$ cat src/rtl/cpu_host_loader.sv
// rtl/cpu_host_loader.sv - host-side loader that programs, runs and dumps a CPU core
//
// Ports:
//   clk, arst                    clock, asynchronous active-high reset
//   start                        command pulse, sampled only in IDLE
//   imem_count, run_cycles,      words to load, cycles to run, words to dump
//   dump_count                   (all latched on an accepted start)
//   s_valid/s_ready/s_data       32-bit instruction-word input stream
//   m_valid/m_ready/m_data       64-bit data-word output stream
//   busy, done                   sequence active / one-cycle completion pulse
//   cpu_arst_n, cpu_enable       CPU reset (active low) and CPU clock enable
//   addr_ext..wdata_ext          CPU instruction-memory external port
//   addr_ext_2..rdata_ext_2      CPU data-memory external port
module cpu_host_loader #(
    parameter int IMEM_WORDS = 128,
    parameter int DMEM_WORDS = 128,
    parameter int CYC_W      = 16
) (
    input  logic             clk,
    input  logic             arst,
    input  logic             start,
    input  logic [7:0]       imem_count,
    input  logic [CYC_W-1:0] run_cycles,
    input  logic [7:0]       dump_count,
    input  logic             s_valid,
    output logic             s_ready,
    input  logic [31:0]      s_data,
    output logic             m_valid,
    input  logic             m_ready,
    output logic [63:0]      m_data,
    output logic             busy,
    output logic             done,
    output logic             cpu_arst_n,
    output logic             cpu_enable,
    output logic [63:0]      addr_ext,
    output logic             wen_ext,
    output logic             ren_ext,
    output logic [31:0]      wdata_ext,
    output logic [63:0]      addr_ext_2,
    output logic             wen_ext_2,
    output logic             ren_ext_2,
    output logic [63:0]      wdata_ext_2,
    input  logic [63:0]      rdata_ext_2
);

    // Counts arrive on 8-bit inputs, so the clamp limits never exceed 255.
    localparam logic [7:0] IMEM_LIM = (IMEM_WORDS > 255) ? 8'd255 : 8'(IMEM_WORDS);
    localparam logic [7:0] DMEM_LIM = (DMEM_WORDS > 255) ? 8'd255 : 8'(DMEM_WORDS);

    typedef enum logic [2:0] {
        IDLE,
        LOAD,
        RUN,
        DUMP_RD,
        DUMP_CAP,
        DUMP_OUT,
        FIN
    } state_t;

    state_t           state_q, state_d;
    logic [7:0]       imem_n_q, imem_n_d;
    logic [7:0]       dump_n_q, dump_n_d;
    logic [CYC_W-1:0] cyc_q, cyc_d;
    logic [7:0]       widx_q, widx_d;
    logic [7:0]       ridx_q, ridx_d;

    logic             wen_d;
    logic [63:0]      addr_d;
    logic [31:0]      wdata_d;
    logic [63:0]      addr2_d;
    logic [63:0]      m_data_d;
    logic             s_ready_d;
    state_t           after_load;
    state_t           after_run;

    // The CPU never writes back through these paths and instruction memory is never read.
    assign ren_ext     = 1'b0;
    assign wen_ext_2   = 1'b0;
    assign wdata_ext_2 = 64'd0;

    // Zero-length phases are skipped entirely so no spurious enable or dump cycle appears.
    always_comb begin
        after_run = (dump_n_q != 8'd0) ? DUMP_RD : FIN;
        if (cyc_q != '0) begin
            after_load = RUN;
        end else begin
            after_load = after_run;
        end
    end

    always_comb begin
        state_d  = state_q;
        imem_n_d = imem_n_q;
        dump_n_d = dump_n_q;
        cyc_d    = cyc_q;
        widx_d   = widx_q;
        ridx_d   = ridx_q;
        wen_d    = 1'b0;
        addr_d   = addr_ext;
        wdata_d  = wdata_ext;
        addr2_d  = addr_ext_2;
        m_data_d = m_data;

        case (state_q)
            IDLE: begin
                if (start) begin
                    imem_n_d = (imem_count > IMEM_LIM) ? IMEM_LIM : imem_count;
                    dump_n_d = (dump_count > DMEM_LIM) ? DMEM_LIM : dump_count;
                    cyc_d    = run_cycles;
                    widx_d   = 8'd0;
                    ridx_d   = 8'd0;
                    state_d  = LOAD;
                end
            end
            LOAD: begin
                if (widx_q >= imem_n_q) begin
                    state_d = after_load;
                end else if (s_ready && s_valid) begin
                    wen_d   = 1'b1;
                    addr_d  = {54'd0, widx_q, 2'b00};
                    wdata_d = s_data;
                    widx_d  = widx_q + 8'd1;
                    if (widx_q + 8'd1 == imem_n_q) begin
                        state_d = after_load;
                    end
                end
            end
            RUN: begin
                // Leaving when the counter holds 1 gives exactly run_cycles RUN cycles.
                if (cyc_q[CYC_W-1:1] == '0) begin
                    cyc_d   = '0;
                    state_d = after_run;
                end else begin
                    cyc_d = cyc_q - 1'b1;
                end
            end
            DUMP_RD: begin
                state_d = DUMP_CAP;
            end
            DUMP_CAP: begin
                m_data_d = rdata_ext_2;
                state_d  = DUMP_OUT;
            end
            DUMP_OUT: begin
                if (m_ready) begin
                    ridx_d  = ridx_q + 8'd1;
                    state_d = (ridx_q + 8'd1 == dump_n_q) ? FIN : DUMP_RD;
                end
            end
            FIN: begin
                state_d = IDLE;
            end
            default: begin
                state_d = IDLE;
            end
        endcase

        if (state_d == DUMP_RD) begin
            addr2_d = {53'd0, ridx_d, 3'b000};
        end
        s_ready_d = (state_d == LOAD) && (widx_d < imem_n_d);
    end

    always_ff @(posedge clk or posedge arst) begin
        if (arst) begin
            state_q    <= IDLE;
            imem_n_q   <= 8'd0;
            dump_n_q   <= 8'd0;
            cyc_q      <= '0;
            widx_q     <= 8'd0;
            ridx_q     <= 8'd0;
            s_ready    <= 1'b0;
            m_valid    <= 1'b0;
            m_data     <= 64'd0;
            busy       <= 1'b0;
            done       <= 1'b0;
            cpu_arst_n <= 1'b0;
            cpu_enable <= 1'b0;
            addr_ext   <= 64'd0;
            wen_ext    <= 1'b0;
            wdata_ext  <= 32'd0;
            addr_ext_2 <= 64'd0;
            ren_ext_2  <= 1'b0;
        end else begin
            state_q    <= state_d;
            imem_n_q   <= imem_n_d;
            dump_n_q   <= dump_n_d;
            cyc_q      <= cyc_d;
            widx_q     <= widx_d;
            ridx_q     <= ridx_d;
            s_ready    <= s_ready_d;
            m_valid    <= (state_d == DUMP_OUT);
            m_data     <= m_data_d;
            busy       <= (state_d != IDLE);
            done       <= (state_d == FIN);
            cpu_arst_n <= !((state_d == IDLE) || (state_d == LOAD));
            cpu_enable <= (state_d == RUN);
            addr_ext   <= addr_d;
            wen_ext    <= wen_d;
            wdata_ext  <= wdata_d;
            addr_ext_2 <= addr2_d;
            ren_ext_2  <= (state_d == DUMP_RD);
        end
    end

endmodule
$ cat config.mk
export PLATFORM = sky130hd
export DESIGN_NAME = cpu_host_loader
export DESIGN_NICKNAME = d
export VERILOG_FILES = /design/src/rtl/cpu_host_loader.sv
export SDC_FILE = /design/constraint.sdc
export NUM_CORES = 1
export LEC_CHECK = 0
export CAP_MARGIN = 20
export CORE_ASPECT_RATIO = 0.8
export CORE_MARGIN = 1.5
export CORE_UTILIZATION = 30
export CTS_CLUSTER_SIZE = 20
export DETAILED_ROUTE_END_ITERATION = 7
export PLACE_DENSITY_LB_ADDON = 0.15
export SETUP_SLACK_MARGIN = 0.15
export SLEW_MARGIN = 20
export SYNTH_ARGS = -nofsm -noshare
export SYNTH_HDL_FRONTEND = slang
export SYNTH_SLANG_ARGS = --single-unit
export TNS_END_PERCENT = 10
$ cat constraint.sdc
create_clock -name clk -period 10.9 [get_ports clk]
set_clock_uncertainty 0.05 [all_clocks]
set_input_delay 1.635 -clock clk [delete_from_list [all_inputs] [get_ports clk]]
set_output_delay 1.635 -clock clk [all_outputs]
set_load 0.01 [all_outputs]
==> results.json, run 1 <==
{
  "yosys_warnings": 0,
  "diodes": 0,
  "ant_nets": 0,
  "dp_hpwl_mm": 16.69,
  "max_slew_margin_vs_limit_pct": 31.84,
  "die-height_um": 159.6,
  "post_synth_inst_count": 907,
  "cts-resized-gates": 0,
  "grt_max_degree": 68,
  "vdd.ir_drop.worst_mv": 0.09915,
  "vias": 6533,
  "synth_seq_cells": 171,
  "design_power_total_uw": 2917,
  "worstSetupPathType": "input port to register",
  "timing.final.crit_share_pct": 40.65,
  "report.final.hold_viol_count": 0,
  "ctsLongestPathBuffers": 2,
  "mappedNetlistArea_sq_um": 9193,
  "max_cap_viol_count": 0,
  "initial_core_util_pct": 30.40,
  "post-place-ws_ns": 6.027,
  "synthesis.area_per_instance_sq_um": 10.14,
  "cts-root-buf": "clkbuf_16",
  "io_buffers": 252,
  "cp.depth": 11,
  "yosysUniqueCellTypes": 65,
  "power_leakage_uw": 0.005561,
  "synth_top_area_share_pct": 46.55,
  "drt_iter0_markers": 266,
  "leading_cell_types_by_count_after_synthesis": "178 x buf_4, 171 x dfrtp_1, 157 x nand2_1",
  "critPathMaxFanout": 29,
  "proportion_of_synthesized_chip_area_in_sequential_cells_pct": 46.55,
  "setup.worst_path.start_class": "input port",
  "total_of_endpoints_with_negative_setup_slack_in_the_final_report": 0,
  "worst-endpoint-required_ns": 11.21,
  "grt_usage_pct": 14.42,
  "drt-wirelength-per-cell_um": 14.50,
  "cts_inserted_buffers": 17,
  "area_of_the_core_region_sq_um": 30240,
  "first_global_vias": 6183,
  "yosys-top-cells-area": "dfrtp_1 47%, buf_4 15%, mux2_2 9.8%, nand2_1 6.4%, ha_1 2.4%",
  "tritoncts": "built",
  "crit_path_end_kind": "register",
  "rows": 57,
  "dieWidth_um": 198.7,
  "cpLargestDelayFamily": "simple AND/OR/NAND/NOR gates",
  "gpl.final_weighted_congestion": 0.7799,
  "drt_pass1_iterations": 4,
  "min_path_type": "register to register",
  "clock_sinks": 171,
  "max_clock_freq_mhz": 225.7,
  "grt_setup_unrepaired": "false",
  "most_frequent_cell_on_the_critical_path": "nor2_1",
  "htree_levels": 4,
  "buffers_inverters_on_critical_path": 2,
  "postCtsSetupBuffers": 0,
  "fin_hold_ws_ns": 0.4245,
  "post-route-min-period_ns": 4.431,
  "nFillCells": 3056,
  "path_clk_slew_ns": 0.07,
  "post-synth-top-area-cell": "dfrtp_1",
  "yosys.cell_count.top_type": "buf_4",
  "number_of_cell_instances_on_the_worst_register_to_register_path": 12,
  "finalWorstSetupSlack_ns": 6.469,
  "grt_first_pass_wirelength_mm": 35.32,
  "least_margin_pin_slew_ns": 1.021,
  "cts_hold_buffers": 0,
  "crit_path_max_incr_delay_ns": 0.53,
  "regArea_sq_um": 4279,
  "synth-main-ff-cell": "dfrtp_1",
  "overflow": 0,
  "worstHoldPathCells": 2,
  "clock_network_latency_to_the_later_pin_of_the_worst_skew_pair_ns": 0.42,
  "detail_route.wirelength_mm": 22.83,
  "layout-area-overhead-vs-synth_pct": 30.99,
  "final.setup.tns_ns": 0,
  "synth-async-reset-ratio_pct": 100.0,
  "multi_input_comb_area_sq_um": 4013,
  "synth_edf_count": 0,
  "die_area_sq_um": 31710,
  "viasPerCell": 4.148,
  "maxSlewViolCount": 0,
  "final_layout_size_suffix_gt1_share_pct": 11.88,
  "cell_breakdown_of_the_critical_path": "clkdlybuf4s50_1, nand2_1, nor2_1, nand3_2, buf_4, o31ai_1, ha_1, nand4_1, nor2_1, a211oi_1, and4b_1",
  "fin_nets": 1300,
  "power_density_nw_per_um2": 242.2,
  "boundaryPins": 431,
  "detail_route.drc_violations": 0,
  "timing.critical_path.slowest_stage_cell": "nand3_2",
  "status": "finished clean",
  "grt_antenna_before_repair": 0,
  "worst_ep_arrival_time_ns": 4.74
}
-- flip-flops by register name (all words and copies together), names as in the netlist, 3 cells and up --
name        cells
wdata_ext      32
addr_ext_2      8
widx_q          8
cyc_q          16
addr_ext        8
state_q         3
dump_n_q        8
imem_n_q        8
ridx_q          8
m_data         64
-- stage by stage --
stage | instance area [sq um] | util [%] | instances
floorplan | 9857 | - | 1084
global placement | 11470 | 37.92 | 1542
detailed placement | 11470 | 37.92 | 1542
CTS | 12030 | 39.78 | 1574
global route | 12040 | 39.82 | 1575
finish | 12040 | 39.82 | 1575
-- where the power goes --
part | internal [uW] | total, uW | switching [uW] | leakage (uW)
combinational | 680 | 1260 | 582 | 0.00312
clock | 311 | 591 | 280 | 0.000279
sequential | 888 | 1060 | 176 | 0.00216
-- path summary, 6_finish.rpt --
kind / to / startpoint / slack (ns)
min: wdata_ext[30] / wdata_ext[30] / 0.42
max in group asynchronous: m_data[18] / arst / 7.21
min in group asynchronous: wdata_ext[17] / arst / 1.56
min reg2reg: wdata_ext[30] / wdata_ext[30] / 0.42
max reg2reg: s_ready / imem_n_q[6] / 6.83
max: s_ready / s_valid / 6.47
-- worst reg2reg max path: stages, from the launching register on --
cell and delay (ns):
dfrtp_1 0.49, inv_1 0.08, ha_1 0.31, and3_1 0.20, a221oi_1 0.46, nand3_2 0.63, buf_4 0.47, o31ai_1 0.36
ha_1 0.31, nand4_1 0.14, nor2_1 0.07, a211oi_1 0.22, and4b_1 0.22
-- routing by layer --
metal / up-vias / wire (um) / GRT usage (%)
met5: - / 0 / 0
met4: 0 / 200 / 3.891
met3: 14 / 1374 / 3.728
met2: 212 / 10460 / 22.12
met1: 3125 / 10800 / 20.05
li1: 3182 / - / -
-- area by class of cell --
cell class,instances,area share (%)
multi-input cells,676,33.32
clock inverters,13,0.9144
clock buffers,19,3.761
well taps,413,4.291
flip-flops and latches,171,35.54
repair buffers,258,21.35
inverters,25,0.8209
-- kinds of logic (layout without fill, tap and decap cells) --
| group | Yosys count | count (layout) | synth area share, % |
|---|---|---|---|
| and+or+nand+nor | 274 | 274 | 14.03 |
| buffers and inverters | 237 | 315 | 17.23 |
| DFF | 171 | 171 | 46.55 |
| AOI/OAI and AO/OA | 100 | 100 | 7.391 |
| muxes | 82 | 82 | 10.02 |
| xor gates and xnor gates | 24 | 24 | 2.287 |
| adders and majority gates | 18 | 18 | 2.450 |
| other | 1 | 178 | 0.04079 |
-- placed cells by master, fill, tap and decap left out, types with 5 or more instances in the layout --
| master | synthesis | routed |
|---|---|---|
| clkdlybuf4s50_1 | 0 | 252 |
| conb_1 | 1 | 178 |
| dfrtp_1 | 171 | 171 |
| nand2_1 | 157 | 157 |
| mux2_2 | 80 | 80 |
| o21ai_0 | 36 | 36 |
| nor2_1 | 28 | 27 |
| inv_1 | 25 | 24 |
| ha_1 | 18 | 18 |
| clkbuf_16 | 0 | 17 |
| xnor2_1 | 15 | 15 |
| nand2b_1 | 12 | 12 |
| a21oi_1 | 12 | 12 |
| nor3_1 | 12 | 12 |
| xor2_1 | 9 | 9 |
| nand3b_1 | 8 | 8 |
| o21a_1 | 8 | 8 |
| nand3_1 | 8 | 7 |
| nor4_1 | 7 | 7 |
| o31ai_1 | 6 | 6 |
| a221o_1 | 6 | 6 |
| nor3b_1 | 5 | 5 |
| inv_6 | 0 | 5 |
| buf_4 | 178 | 5 |
Power figures use the tool's default switching activity.
==> run 2: changes to the inputs <==
==> constraint.sdc (replaced) <==
create_clock -name clk -period 4 [get_ports clk]
set_clock_uncertainty 0.05 [all_clocks]
set_input_delay 0.6 -clock clk [delete_from_list [all_inputs] [get_ports clk]]
set_output_delay 0.6 -clock clk [all_outputs]
set_load 0.01 [all_outputs]
==> results.json, run 2 (synthesis results as in run 1) <==
{
  "cts_inserted_buffers": 17,
  "critPathMaxFanout": 9,
  "ctsLongestPathBuffers": 2,
  "die-height_um": 159.6,
  "clock_network_latency_to_the_later_pin_of_the_worst_skew_pair_ns": 0.43,
  "top_layer": "met4",
  "hold_path_end": "wdata_ext[20]",
  "post-route-min-period_ns": 3.489,
  "io_buffers": 252,
  "vdd.ir_drop.worst_mv": 0.2930,
  "worstSetupPathType": "register to register",
  "least_margin_pin_slew_ns": 0.9018,
  "largestRegisters": "m_data (64), wdata_ext (32), cyc_q (16)",
  "grt_antenna_before_repair": 0,
  "dieWidth_um": 198.7,
  "drt_iter0_markers": 215,
  "hold_start": "wdata_ext[20]",
  "final.setup.tns_ns": 0,
  "htree_levels": 4,
  "reg2reg_slack_ns": 0.51,
  "ant_nets": 0,
  "worst_ep_arrival_time_ns": 3.80,
  "final_layout_size_suffix_gt1_share_pct": 12.26,
  "regArea_sq_um": 4280,
  "detail_route.wirelength_mm": 22.79,
  "status": "finished clean",
  "diodes": 0,
  "viasPerCell": 4.123,
  "report.final.hold_viol_count": 0,
  "grt_first_pass_wirelength_mm": 35.32,
  "cts-root-buf": "clkbuf_16",
  "largest_reg_flops": 64,
  "mostFrequentLayoutCells": "252 x clkdlybuf4s50_1, 178 x conb_1, 170 x dfrtp_1",
  "worstHoldPathCells": 2,
  "grt_usage_pct": 14.31,
  "fin_nets": 1304,
  "setup.worst_path.start_class": "register",
  "end_of_the_worst_register_to_register_path": "s_ready",
  "crit_path_max_incr_delay_ns": 0.45,
  "first_global_vias": 6123,
  "dp_hpwl_mm": 16.44,
  "cts_hold_buffers": 0,
  "buffers_inverters_on_critical_path": 1,
  "max_slew_margin_vs_limit_pct": 39.88,
  "cpLargestDelayFamily": "compound AO/OA/AOI/OAI gates",
  "routed-wl-met2_mm": 10.23,
  "layout-area-overhead-vs-synth_pct": 31.44,
  "postCtsSetupBuffers": 0,
  "min_path_type": "register to register",
  "drt-wirelength-per-cell_um": 14.43,
  "grt_max_degree": 108,
  "nFillCells": 3044,
  "fin_hold_ws_ns": 0.4211,
  "multi_input_comb_area_sq_um": 4013,
  "max_cap_viol_count": 0,
  "clock_sinks": 171,
  "total_of_endpoints_with_negative_setup_slack_in_the_final_report": 0,
  "number_of_cell_instances_on_the_worst_register_to_register_path": 14,
  "power_density_nw_per_um2": 662.0,
  "timing.final.crit_share_pct": 87.23,
  "timing.critical_path.slowest_stage_cell": "dfrtp_2",
  "reg2reg_from": "widx_q[0]",
  "initial_core_util_pct": 30.40,
  "routed-wl-met3_mm": 1.603,
  "detail_route.drc_violations": 0,
  "area_of_the_core_region_sq_um": 30240,
  "crit_path_end_kind": "register",
  "vias": 6510,
  "die_area_sq_um": 31710,
  "regMostFlops": "m_data",
  "grt_setup_unrepaired": "false",
  "wirelength_met1_mm": 10.69,
  "boundaryPins": 431,
  "worst-endpoint-required_ns": 4.32,
  "rows": 57,
  "overflow": 0,
  "path_clk_slew_ns": 0.07,
  "power_leakage_uw": 0.005580,
  "max_clock_freq_mhz": 286.6,
  "gpl.final_weighted_congestion": 0.8131,
  "cell_breakdown_of_the_critical_path": "inv_1, ha_1, nand2b_1, a2111oi_0, nand4b_1, and2_2, a21oi_1, o21ai_0, o31ai_1, ha_1, a21o_1, a21o_1, a211oi_1, and4b_1",
  "maxSlewViolCount": 0,
  "layout_commonest_cell": "clkdlybuf4s50_1",
  "final_util_pct": 39.96,
  "drt_pass1_iterations": 4,
  "tritoncts": "built"
}
run 2: cell count changes in the layout (fill, tap and decap cells not counted), sizes merged:
cell,before,now
clkinv,6,8
inv,31,29
buf,6,10
run 2: cell type report:
class | instances | area share [%]
clock buffer | 19 | 3.749
clock inverter | 13 | 0.9009
inverter | 25 | 0.8077
multi-input combinational | 676 | 33.21
sequential | 171 | 35.43
tap | 413 | 4.277
timing repair buffer | 262 | 21.63
run 2: per-layer routing:
layer | vias up | global-route usage (%)
met5 | - | 0
met4 | 0 | 4.132
met3 | 17 | 4.215
met2 | 224 | 21.30
met1 | 3085 | 20.02
li1 | 3184 | -
run 2: power by group:
group,switching (uW),internal (uW),total [uW]
logic,1590,1880,3470
clock network,777,846,1620
registers,485,2420,2910
total,2860,5140,8000
run 2: worst max-delay path by stage:
stage              start  endpoint  slack (ns)  cells past startpoint
2_1_floorplan  widx_q[0]   s_ready        0.59                     14
3_3_place_gp   widx_q[0]   s_ready        0.60                     14
3_5_place_dp   widx_q[0]   s_ready        0.43                     15
4_1_cts        widx_q[0]   s_ready        0.38                     15
5_1_grt        widx_q[0]   s_ready        0.21                     14
6_report       widx_q[0]   s_ready        0.51                     14
run 2: per-stage QoR:
step	instances	instance area, sq um	total power (uW)	setup slack [ns]
after CTS	1579	12080	8125	0.3835
after floorplan	1084	9861	4881	0.5869
after global placement	1547	11520	6434	0.6027
final	1579	12080	7999	0.5109
after global routing	1579	12080	8596	0.2082
after detailed placement	1547	11520	6445	0.4324
run 2: what timing repair did:
item / 4_1_cts / 5_1_grt
hold endpoints to repair: 0 / 0
gates resized for setup: 0 / 2
endpoints found under the setup margin: 0 / 1
run 2: worst min-delay path, delay by kind of cell, from the launching register on:
kind	cells	cell delay (ns)
simple gates	2	0.10
flops	1	0.34
